$ cat config.mk
export PLATFORM = sky130hd
export DESIGN_NAME = counter_inc_dec4
export DESIGN_NICKNAME = d
export VERILOG_FILES = /design/src/rtl/counter_pkg.sv /design/src/rtl/inc_dec4.sv /design/src/rtl/counter_inc_dec4.sv
export SDC_FILE = /design/constraint.sdc
export NUM_CORES = 1
export LEC_CHECK = 0
export ABC_AREA = 0
export CAP_MARGIN = 20
export CORE_AREA = 2 2 39 41
export CTS_CLUSTER_SIZE = 8
export DETAILED_ROUTE_END_ITERATION = 12
export DIE_AREA = 0 0 41 43
export HOLD_SLACK_MARGIN = 0.12
export PLACE_DENSITY = 0.7
export SKIP_LAST_GASP = 1
export SYNTH_ARGS = -nofsm -noshare
export SYNTH_HDL_FRONTEND = slang
export SYNTH_SLANG_ARGS = --single-unit
$ cat constraint.sdc
create_clock -name clk -period 1.9 [get_ports clk]
set_input_delay 0.38 -clock clk [delete_from_list [all_inputs] [get_ports clk]]
set_output_delay 0.38 -clock clk [all_outputs]
set_load 0.1 [all_outputs]
$ cat src/rtl/counter_pkg.sv
// counter_pkg
//    Shared sizing and limit constants for the 4-bit up/down counter slice.
//    WIDTH : counter width in bits
//    Q_MAX : upper limit (increment wraps or saturates here)
//    Q_MIN : lower limit (decrement wraps or saturates here)
package counter_pkg;

   localparam int WIDTH = 4;

   typedef logic [WIDTH-1:0] cnt_t;

   localparam cnt_t Q_MAX = 4'hF;
   localparam cnt_t Q_MIN = 4'h0;

endpackage : counter_pkg

$ cat src/rtl/inc_dec4.sv
// inc_dec4
//    Purely combinational next-value and limit detect for one counter stage.
//    a        : current counter value
//    up       : 1 = increment, 0 = decrement
//    s        : a+1 or a-1, modulo 2**WIDTH
//    at_limit : a is at the limit for the selected direction
//               (Q_MAX when counting up, Q_MIN when counting down)
module inc_dec4
   import counter_pkg::*;
(
   input  logic [WIDTH-1:0] a,
   input  logic             up,
   output logic [WIDTH-1:0] s,
   output logic             at_limit
);

   always_comb begin
      s        = a;
      at_limit = 1'b0;
      if (up) begin
         s        = a + cnt_t'(1);
         at_limit = (a == Q_MAX);
      end else begin
         s        = a - cnt_t'(1);
         at_limit = (a == Q_MIN);
      end
   end

endmodule : inc_dec4

$ cat src/rtl/counter_inc_dec4.sv
// counter_inc_dec4
//    Cascadable 4-bit up/down counter with parallel load, optional
//    saturation, a one-cycle terminal-count pulse and a sticky overflow flag.
//    clk      : clock, all state updates on the rising edge
//    rst_n    : asynchronous active-low reset
//    en       : count enable
//    cin      : cascade enable from the lower stage (step needs en & cin)
//    up       : direction, 1 = increment, 0 = decrement
//    load     : synchronous parallel load (highest priority)
//    din      : load value
//    sat      : 1 = saturate at the limits, 0 = wrap modulo 16
//    clr_ovf  : clears the sticky overflow flag (a same-cycle event wins)
//    q        : counter value
//    cout_inc : combinational carry out, feeds the next stage's cin
//    cout_dec : combinational borrow out, feeds the next stage's cin
//    tc       : registered pulse, high the cycle after a wrap/saturation event
//    ovf      : sticky flag set by any wrap/saturation event
module counter_inc_dec4
   import counter_pkg::*;
(
   input  logic             clk,
   input  logic             rst_n,
   input  logic             en,
   input  logic             cin,
   input  logic             up,
   input  logic             load,
   input  logic [WIDTH-1:0] din,
   input  logic             sat,
   input  logic             clr_ovf,
   output logic [WIDTH-1:0] q,
   output logic             cout_inc,
   output logic             cout_dec,
   output logic             tc,
   output logic             ovf
);

   cnt_t q_reg, q_next;
   logic tc_reg, tc_next;
   logic ovf_reg, ovf_next;

   cnt_t step_val;
   logic at_limit;
   logic step;
   logic limit_evt;

   inc_dec4 u_inc_dec4 (
      .a        (q_reg),
      .up       (up),
      .s        (step_val),
      .at_limit (at_limit)
   );

   always_comb begin
      step      = en & cin & ~load;
      // A step taken at a limit is an event whether it wraps or saturates.
      limit_evt = step & at_limit;

      q_next = q_reg;
      if (load) begin
         q_next = din;
      end else if (step && !(sat && at_limit)) begin
         q_next = step_val;
      end

      tc_next  = limit_evt;
      // Set dominates clear so a colliding event is never lost.
      ovf_next = limit_evt | (ovf_reg & ~clr_ovf);
   end

   always_ff @(posedge clk or negedge rst_n) begin
      if (!rst_n) begin
         q_reg   <= Q_MIN;
         tc_reg  <= 1'b0;
         ovf_reg <= 1'b0;
      end else begin
         q_reg   <= q_next;
         tc_reg  <= tc_next;
         ovf_reg <= ovf_next;
      end
   end

   // Carry/borrow stay unregistered so stages chain within one cycle; rst_n
   // gates them so a stage in reset cannot step its neighbour.
   assign cout_inc = rst_n & en & cin &  up & (q_reg == Q_MAX) & ~load;
   assign cout_dec = rst_n & en & cin & ~up & (q_reg == Q_MIN) & ~load;

   assign q   = q_reg;
   assign tc  = tc_reg;
   assign ovf = ovf_reg;

endmodule : counter_inc_dec4

# Word-level counts from Yosys, hierarchy flattened
# Index checks and enable logic that the tools add are counted.
dict set report op_classes {
  n_addsub 2
  eq_ne 1
  n_mux 4
  bitwise_logic 16
  reduce_logical 5
}
# cell n
set op_table {}
lappend op_table {{$and A1 B1 Y1} 12}
lappend op_table {{$mux W4} 3}
lappend op_table {{$add A4 B1 Y4 const B} 1}
lappend op_table {{$eq A4 B4 Y1 const B} 1}
lappend op_table {{$logic_not A4 Y1} 1}
lappend op_table {{$sub A4 B1 Y4 const B} 1}
lappend op_table {{$not A1 Y1} 3}
lappend op_table {{$logic_and A1 B1 Y1} 2}
lappend op_table {{$reduce_bool A2 Y1} 1}
lappend op_table {{$logic_not A1 Y1} 1}
lappend op_table {{$mux W1} 1}
lappend op_table {{$or A1 B1 Y1} 1}
dict set report totals {
  register_bits 6
  inputBits 12
  wordCells 31
}

# Logic depth before layout (Yosys ltp)
# Gate-level depths: netlist of the first run.
dict set report logic_depth {
  depth_word 7
  ltp_mapped 6
}

# Modules after synthesis
# From an unflattened synthesis of the first run, not the netlist that was laid out.
dict set report hier_totals {
  hier_cells 40
  hier_area_um2 430.4
}
# mod n_inst cells_each area_each_um2 seq_area_each_um2
set modules_own_cells {}
lappend modules_own_cells {counter_inc_dec4 1 26 312.8 150.1}
lappend modules_own_cells {inc_dec4 1 14 117.6 0.0}

# Worst setup path before layout of the first run
# Ideal clock, no wire load.
dict set report synth_path {
  path_type {reg2out}
  start {register q_reg[0] (netlist: q[0])}
  end {output cout_inc}
  arrival_time_ns 3.400
  required_time_ns 1.520
  path_slack_ns -1.880
  stages_incl_launch_ff 3
  n_path_buf 0
  path_cell_list {dfrtp_1 > nand3_1 > nor3_1}
}
dict set report synth_between {
  elab_chain_len 3
}
# item line
set synth_rtl {}
lappend synth_rtl {{start: declaration} counter_inc_dec4.sv:37} ;# cnt_t q_reg, q_next;
lappend synth_rtl {{start signal: assignment} counter_inc_dec4.sv:76} ;# q_reg <= q_next;
lappend synth_rtl {{$eq A4 B4 Y1} counter_inc_dec4.sv:84} ;# assign cout_inc = rst_n & en & cin & up & (q_reg == Q_MAX) & ~load;
lappend synth_rtl {{$and A1 B1 Y1 (2 in series)} counter_inc_dec4.sv:84}
lappend synth_rtl {{end: declaration} counter_inc_dec4.sv:31} ;# output logic cout_inc,
# Every way passes these cells.

# Worst setup path after layout of the first run
dict set report layout_path {
  start {register q_reg[3] (netlist: q[3])}
  end {output cout_dec}
}
dict set report layout_between {
  elab_chain_len 3
}
# item line
set layout_rtl {}
lappend layout_rtl {{$logic_not A4 Y1} counter_inc_dec4.sv:85} ;# assign cout_dec = rst_n & en & cin & ~up & (q_reg == Q_MIN) & ~load;
lappend layout_rtl {{$and A1 B1 Y1 (2 in series)} counter_inc_dec4.sv:85}
lappend layout_rtl {{end: declaration} counter_inc_dec4.sv:32} ;# output logic cout_dec,
# Every way passes these cells.

==> flow_metrics.tcl, run 1 <==
set metrics [dict create \
    status "complete, no violations" \
    p_int_mw 0.3744 \
    p_clk_frac 0.209 \
    path_clk_slew_ps 60 \
    p_per_area_nw_per_um2 661.8 \
    vias_per_cell 5.495 \
    syn_nets 70 \
    dp_hpwl_um 1154 \
    antenna_cells 0 \
    power.total_mw 0.6683 \
    yosysSeqAreaShare 0.3061 \
    cts_buffer_depth 2 \
    ir_drop_v 0.0004220 \
    num_rows 14 \
    h-tree-depth 1 \
    worstPathRequired_ps 1520 \
    pwr-share-comb 0.498 \
    fin_worst_skew_ps 15.67 \
    insertion_delay_ps 260 \
    final_common_cell "buf_4" \
    io-pin-count 20 \
    io_buffer_count 19 \
    clock-sinks 6 \
    place_inst 98 \
    fin_setup_tns_ps 0 \
    dieArea_um2 1763 \
    avgSynthCellArea_um2 8.918 \
    grt_pass1_wl_um 2718 \
    fin_nets 105 \
    cts-buffers-inserted 3 \
    drc_errors 0 \
    ys_ff_latch 6 \
    cts_tree "built" \
    place_congestion 0.8443 \
    synth_warnings 0 \
    slew_viol_final 0 \
    route.vias.total 577 \
    path_class "reg2out" \
    start_util 0.3544 \
    period_share 0.9834 \
    ant_nets 0 \
    slew_headroom 0.7840 \
    hold_viol 0 \
    setup_ws_ps 31.56 \
    grt_antenna_before_repair 0 \
    syn-instance-count 55 \
    setup_viol 0 \
    syn_area_um2 490.5 \
    drv_cap 0 \
    reg2reg_depth 5 \
    fp.coreArea_um2 1384 \
    drt_iter0_markers 10 \
    critPathLaunchType "flip-flop" \
    startpoint "q[3]" \
    place_ws_ps -402.8 \
    grt_max_degree 10 \
    p_switching_mw 0.2938 \
    fin_crit_ps 1868 \
    grt_overflow_total 0 \
    final_cell_mix "13 x buf_4, 8 x clkdlybuf4s50_1, 6 x buf_12" \
    endpoint "cout_dec" \
    fmax_mhz 535.2 \
    ys_types 28 \
    drtPass1Iterations 4 \
    area_growth_syn_to_layout_pct 105.9 \
    die_x_um 41 \
    r2r-end "q[3]" \
    fin_area_um2 1010 \
    largest_reg_flops 4 \
    min_path_type "reg2reg" \
    drive_above_1_share 0.5056 \
    grt_usage 0.2337 \
    rr_startpoint "q[1]" \
    wl_um 1639 \
    cp.arrival_ps 1490 \
    endpoint_kind "primary output" \
    instances_no_fill 105 \
    worstPathMaxFanout 8 \
    ctsRootBufferMaster "clkbuf_4" \
    cellLeakagePower_nw 0.4687 \
    chipHeight_um 43 \
    fillCellCount 106 \
    reg2reg_slack_ps 200 \
    worstMarginPinSlew_ps 315.0 \
    swShare 0.4397 \
    grt_pass1_vias 584 \
    wl_per_cell_um 15.61 \
    seqPwrFrac 0.293 \
    placed_area_um2 877.1 \
]
-- cells in the mapped netlist --
master | count | area share
o211a_1 | 2 | 0.041
nor2_1 | 3 | 0.023
nor3_2 | 2 | 0.041
buf_2 | 1 | 0.010
o211ai_1 | 1 | 0.015
and2_1 | 1 | 0.013
nand2_1 | 4 | 0.031
inv_1 | 5 | 0.038
dfrtp_1 | 6 | 0.31
and3_1 | 1 | 0.013
a31oi_1 | 1 | 0.013
and4_1 | 2 | 0.036
a221oi_1 | 1 | 0.018
a211o_1 | 2 | 0.036
nor4_1 | 2 | 0.026
o21ai_0 | 2 | 0.020
a21o_1 | 1 | 0.015
fa_1 | 1 | 0.041
nor2b_1 | 1 | 0.013
nor3_1 | 4 | 0.041
o221ai_1 | 1 | 0.018
a31o_4 | 1 | 0.036
xnor2_1 | 1 | 0.018
a2111oi_0 | 1 | 0.018
nand3_1 | 4 | 0.041
a21oi_1 | 1 | 0.010
ha_1 | 2 | 0.051
mux2i_1 | 1 | 0.020
-- worst max-delay path, stage by stage, from the launching register on --
cell	delay, ps
dfrtp_4	550
nor2_1	250
nand2_2	120
nor2_4	130
buf_12	180
-- routing by layer --
layer,part of all wire,vias up,track usage
met2,0.54,19,0.3688
met5,0,-,0
met1,0.40,275,0.3077
li1,-,281,-
met3,0.037,2,0.01571
met4,0.019,0,0.1133
-- kinds of logic (layout without fill, tap and decap cells) --
family / after synthesis / in the layout / synth area share
flip-flops: 6 / 6 / 0.3061
AND/OR/NAND/NOR: 24 / 24 / 0.2755
adder cells (fa/ha/maj): 3 / 3 / 0.09183
XOR/XNOR: 1 / 1 / 0.01786
buffers and inverters: 6 / 40 / 0.04846
multiplexers: 1 / 1 / 0.02041
AO/OA/AOI/OAI: 14 / 14 / 0.2398
-- power groups by stage --
stage                     Sequential [mW]  Combinational [mW]  Clock, mW
after global placement              0.192               0.287          0
after global routing                0.199               0.353      0.148
final                               0.196               0.333      0.139
after detailed placement            0.193               0.291          0
after CTS                           0.193               0.297      0.146
after floorplan                     0.271              0.0841          0
-- worst min-delay path by stage --
stage	startpoint	to	slack, ps	cells past startpoint
4_1_cts	rst_n	q[1]	450	2
6_report	ovf	ovf	480	1
5_1_grt	ovf	ovf	500	1
2_1_floorplan	rst_n	ovf	80	0
3_5_place_dp	ovf	ovf	470	1
3_3_place_gp	ovf	ovf	460	1
-- layout make-up --
class | count | area [um^2] | area share
timing repair buffer | 31 | 346.6 | 0.3432
clock buffer | 4 | 26.28 | 0.02602
inverter | 5 | 18.77 | 0.01859
sequential | 6 | 165.2 | 0.1636
tap | 16 | 20.02 | 0.01983
multi-input combinational | 43 | 432.9 | 0.4287
-- metrics by stage --
stage                     hold WS, ps  utilization
after floorplan                 84.41            -
after global placement          461.1       0.6338
after detailed placement        472.1       0.6338
after CTS                       449.6       0.6637
after global routing            496.9       0.7297
final                           482.4       0.7297
-- repair_timing --
action                                  CTS  global route
setup buffers                             0             3
resized for setup                         4            15
endpoints found under the setup margin    3             3
hold buffers                              0             0
pin swaps                                 2             5
No activity file was read; power rests on OpenSTA's default activity.
==> run 2, diff against run 1 <==
--- a/config.mk
+++ b/config.mk
@@ -7,12 +7,13 @@
 export LEC_CHECK = 0
 export ABC_AREA = 0
 export CAP_MARGIN = 20
-export CORE_AREA = 2 2 39 41
+export CELL_PAD_IN_SITES_DETAIL_PLACEMENT = 0
+export CELL_PAD_IN_SITES_GLOBAL_PLACEMENT = 1
+export CORE_UTILIZATION = 29
 export CTS_CLUSTER_SIZE = 8
 export DETAILED_ROUTE_END_ITERATION = 12
-export DIE_AREA = 0 0 41 43
 export HOLD_SLACK_MARGIN = 0.12
-export PLACE_DENSITY = 0.7
+export PLACE_DENSITY_LB_ADDON = 0.1
 export SKIP_LAST_GASP = 1
 export SYNTH_ARGS = -nofsm -noshare
 export SYNTH_HDL_FRONTEND = slang
==> run 2 against run 1 <==
Against the previous run:
- clock power shrank 14%
- largest cell class unchanged
- critical path depth grew 1
- non-clock buffer count grew 3
- maximum frequency grew 2.5%
- combinational power shrank 5%
- critical path type unchanged
- clock skew shrank 7.2 ps
- die area grew 5.5%
- power shrank 6.6%
- sequential share of layout area grew 0.61 points
- first-iteration DRC count shrank 40%
- clock-buffer cell count shrank 1
==> flow_metrics.tcl, run 2 (synthesis results as in run 1) <==
set metrics [dict create \
    final_common_cell "buf_4" \
    grt_pass1_wl_um 2449 \
    fin_area_um2 973.4 \
    cellLeakagePower_nw 0.4689 \
    wl_per_cell_um 14.10 \
    slew_headroom 0.7606 \
    drv_cap 0 \
    cts-buffers-inserted 3 \
    drt_iter0_markers 6 \
    cts_tree "built" \
    ctsRootBufferMaster "clkbuf_4" \
    grt_usage 0.1790 \
    final_util 0.6315 \
    drc_errors 0 \
    min_path_type "in2async" \
    path_class "reg2out" \
    fin_worst_skew_ps 8.421 \
    p_switching_mw 0.2658 \
    pwr-share-comb 0.510 \
    chipHeight_um 43.13 \
    setup_viol 0 \
    fin_crit_ps 1824 \
    largest_reg_flops 4 \
    final_cell_mix "16 x buf_4, 8 x clkdlybuf4s50_1, 6 x buf_12" \
    drtPass1Iterations 4 \
    worstPathRequired_ps 1520 \
    insertion_delay_ps 250 \
    critPathMaxStageDelay_ps 470 \
    antenna_cells 0 \
    io-pin-count 20 \
    swShare 0.4260 \
    num_rows 14 \
    io_buffer_count 19 \
    worstMarginPinSlew_ps 350.1 \
    grt_antenna_before_repair 0 \
    cp.arrival_ps 1440 \
    wl_um 1509 \
    placed_area_um2 907.1 \
    clock-sinks 6 \
    crit_slowest_cell "dfrtp_4" \
    p_per_area_nw_per_um2 640.9 \
    path_clk_slew_ps 50 \
    critPathLaunchType "flip-flop" \
    fin_nets 108 \
    fp.coreArea_um2 1541 \
    die_x_um 43.13 \
    start_util 0.3182 \
    worstPathMaxFanout 6 \
    area_growth_syn_to_layout_pct 98.47 \
    cp_cell_sequence "buf_4 -> nor2_2 -> nand2_2 -> nor2_4 -> buf_12" \
    period_share 0.9598 \
    grt_max_degree 10 \
    place_congestion 0.7834 \
    drive_above_1_share 0.4725 \
    postCtsHoldBufs 0 \
    grt_overflow_total 0 \
    dieArea_um2 1860 \
    ant_nets 0 \
    hold_viol 0 \
    fmax_mhz 548.3 \
    rsz0062_at_grt "false" \
    p_clk_frac 0.193 \
    status "complete, no violations" \
    route.vias.total 578 \
    ir_drop_v 0.0005647 \
    p_int_mw 0.3581 \
    slew_viol_final 0 \
    endpoint_kind "primary output" \
    seqPwrFrac 0.298 \
    cts_buffer_depth 2 \
    dp_hpwl_um 1143 \
    vias_per_cell 5.402 \
    h-tree-depth 1 \
    grt_pass1_vias 576 \
]
## run 2: layout make-up
| type | instances | area (um^2) |
|---|---|---|
| Inverter | 5 | 18.77 |
| Sequential cell | 6 | 165.2 |
| Multi-Input combinational cell | 43 | 381.6 |
| Fill cell | 135 | 568.0 |
| Tap cell | 16 | 20.02 |
| Clock buffer | 3 | 22.52 |
| Timing Repair Buffer | 34 | 365.4 |
## run 2: critical path, delay by kind of cell (launching register included)
family                 cells  cell delay, ps
AND/OR/NAND/NOR            3             370
buffers and inverters      2             360
flip-flops                 1             470
## run 2: power groups by stage
stage | clock, mW | sequential (mW) | combinational, mW
global route | 0.130 | 0.190 | 0.337
floorplan | 0 | 0.271 | 0.0841
global placement | 0 | 0.184 | 0.307
CTS | 0.124 | 0.185 | 0.314
detailed placement | 0 | 0.185 | 0.308
finish | 0.120 | 0.186 | 0.318
## run 2: layer usage
layer | share of wire | global-route usage
met1 | 0.44 | 0.2237
met2 | 0.50 | 0.2925
met3 | 0.038 | 0.02979
met4 | 0.019 | 0.09091
met5 | 0 | 0
## run 2: path summary, 6_finish.rpt
check,from,end,slack [ps],depth (start not counted)
max in group asynchronous,rst_n,q[2],1260,2
worst min-delay path,rst_n,q[1],500,2
worst max-delay path,q[2],cout_dec,80,5
min in group clk,ovf,ovf,510,1
worst max register to register,q[1],q[3],230,5
worst min register to register,ovf,ovf,510,1
## run 2: repair_timing
item	CTS	global route
pin swaps	3	3
endpoints found under the setup margin	2	2
resized for setup	4	6
buffers inserted	1	1
hold endpoints to repair	0	0
## run 2: per-stage QoR
step	setup WS [ps]	hold WS (ps)	setup TNS [ps]	instances	power, mW
global placement	-225.9	461.8	-581.0	102	0.4912
CTS	25.61	449.4	0	106	0.6234
global route	32.90	503.9	0	107	0.6568
finish	76.29	501.0	0	107	0.6239
floorplan	-19.02	84.41	-20.82	55	0.3547
detailed placement	-248.3	512.3	-681.2	102	0.4930
==> run 3, diff against run 2 <==
--- a/config.mk
+++ b/config.mk
@@ -6,6 +6,7 @@
 export NUM_CORES = 1
 export LEC_CHECK = 0
 export ABC_AREA = 0
+export ABC_CLOCK_PERIOD_IN_PS = 1900
 export CAP_MARGIN = 20
 export CELL_PAD_IN_SITES_DETAIL_PLACEMENT = 0
 export CELL_PAD_IN_SITES_GLOBAL_PLACEMENT = 1
==> results of run 3 <==
Final layout, timing and power as in run 2 (identical DEF).
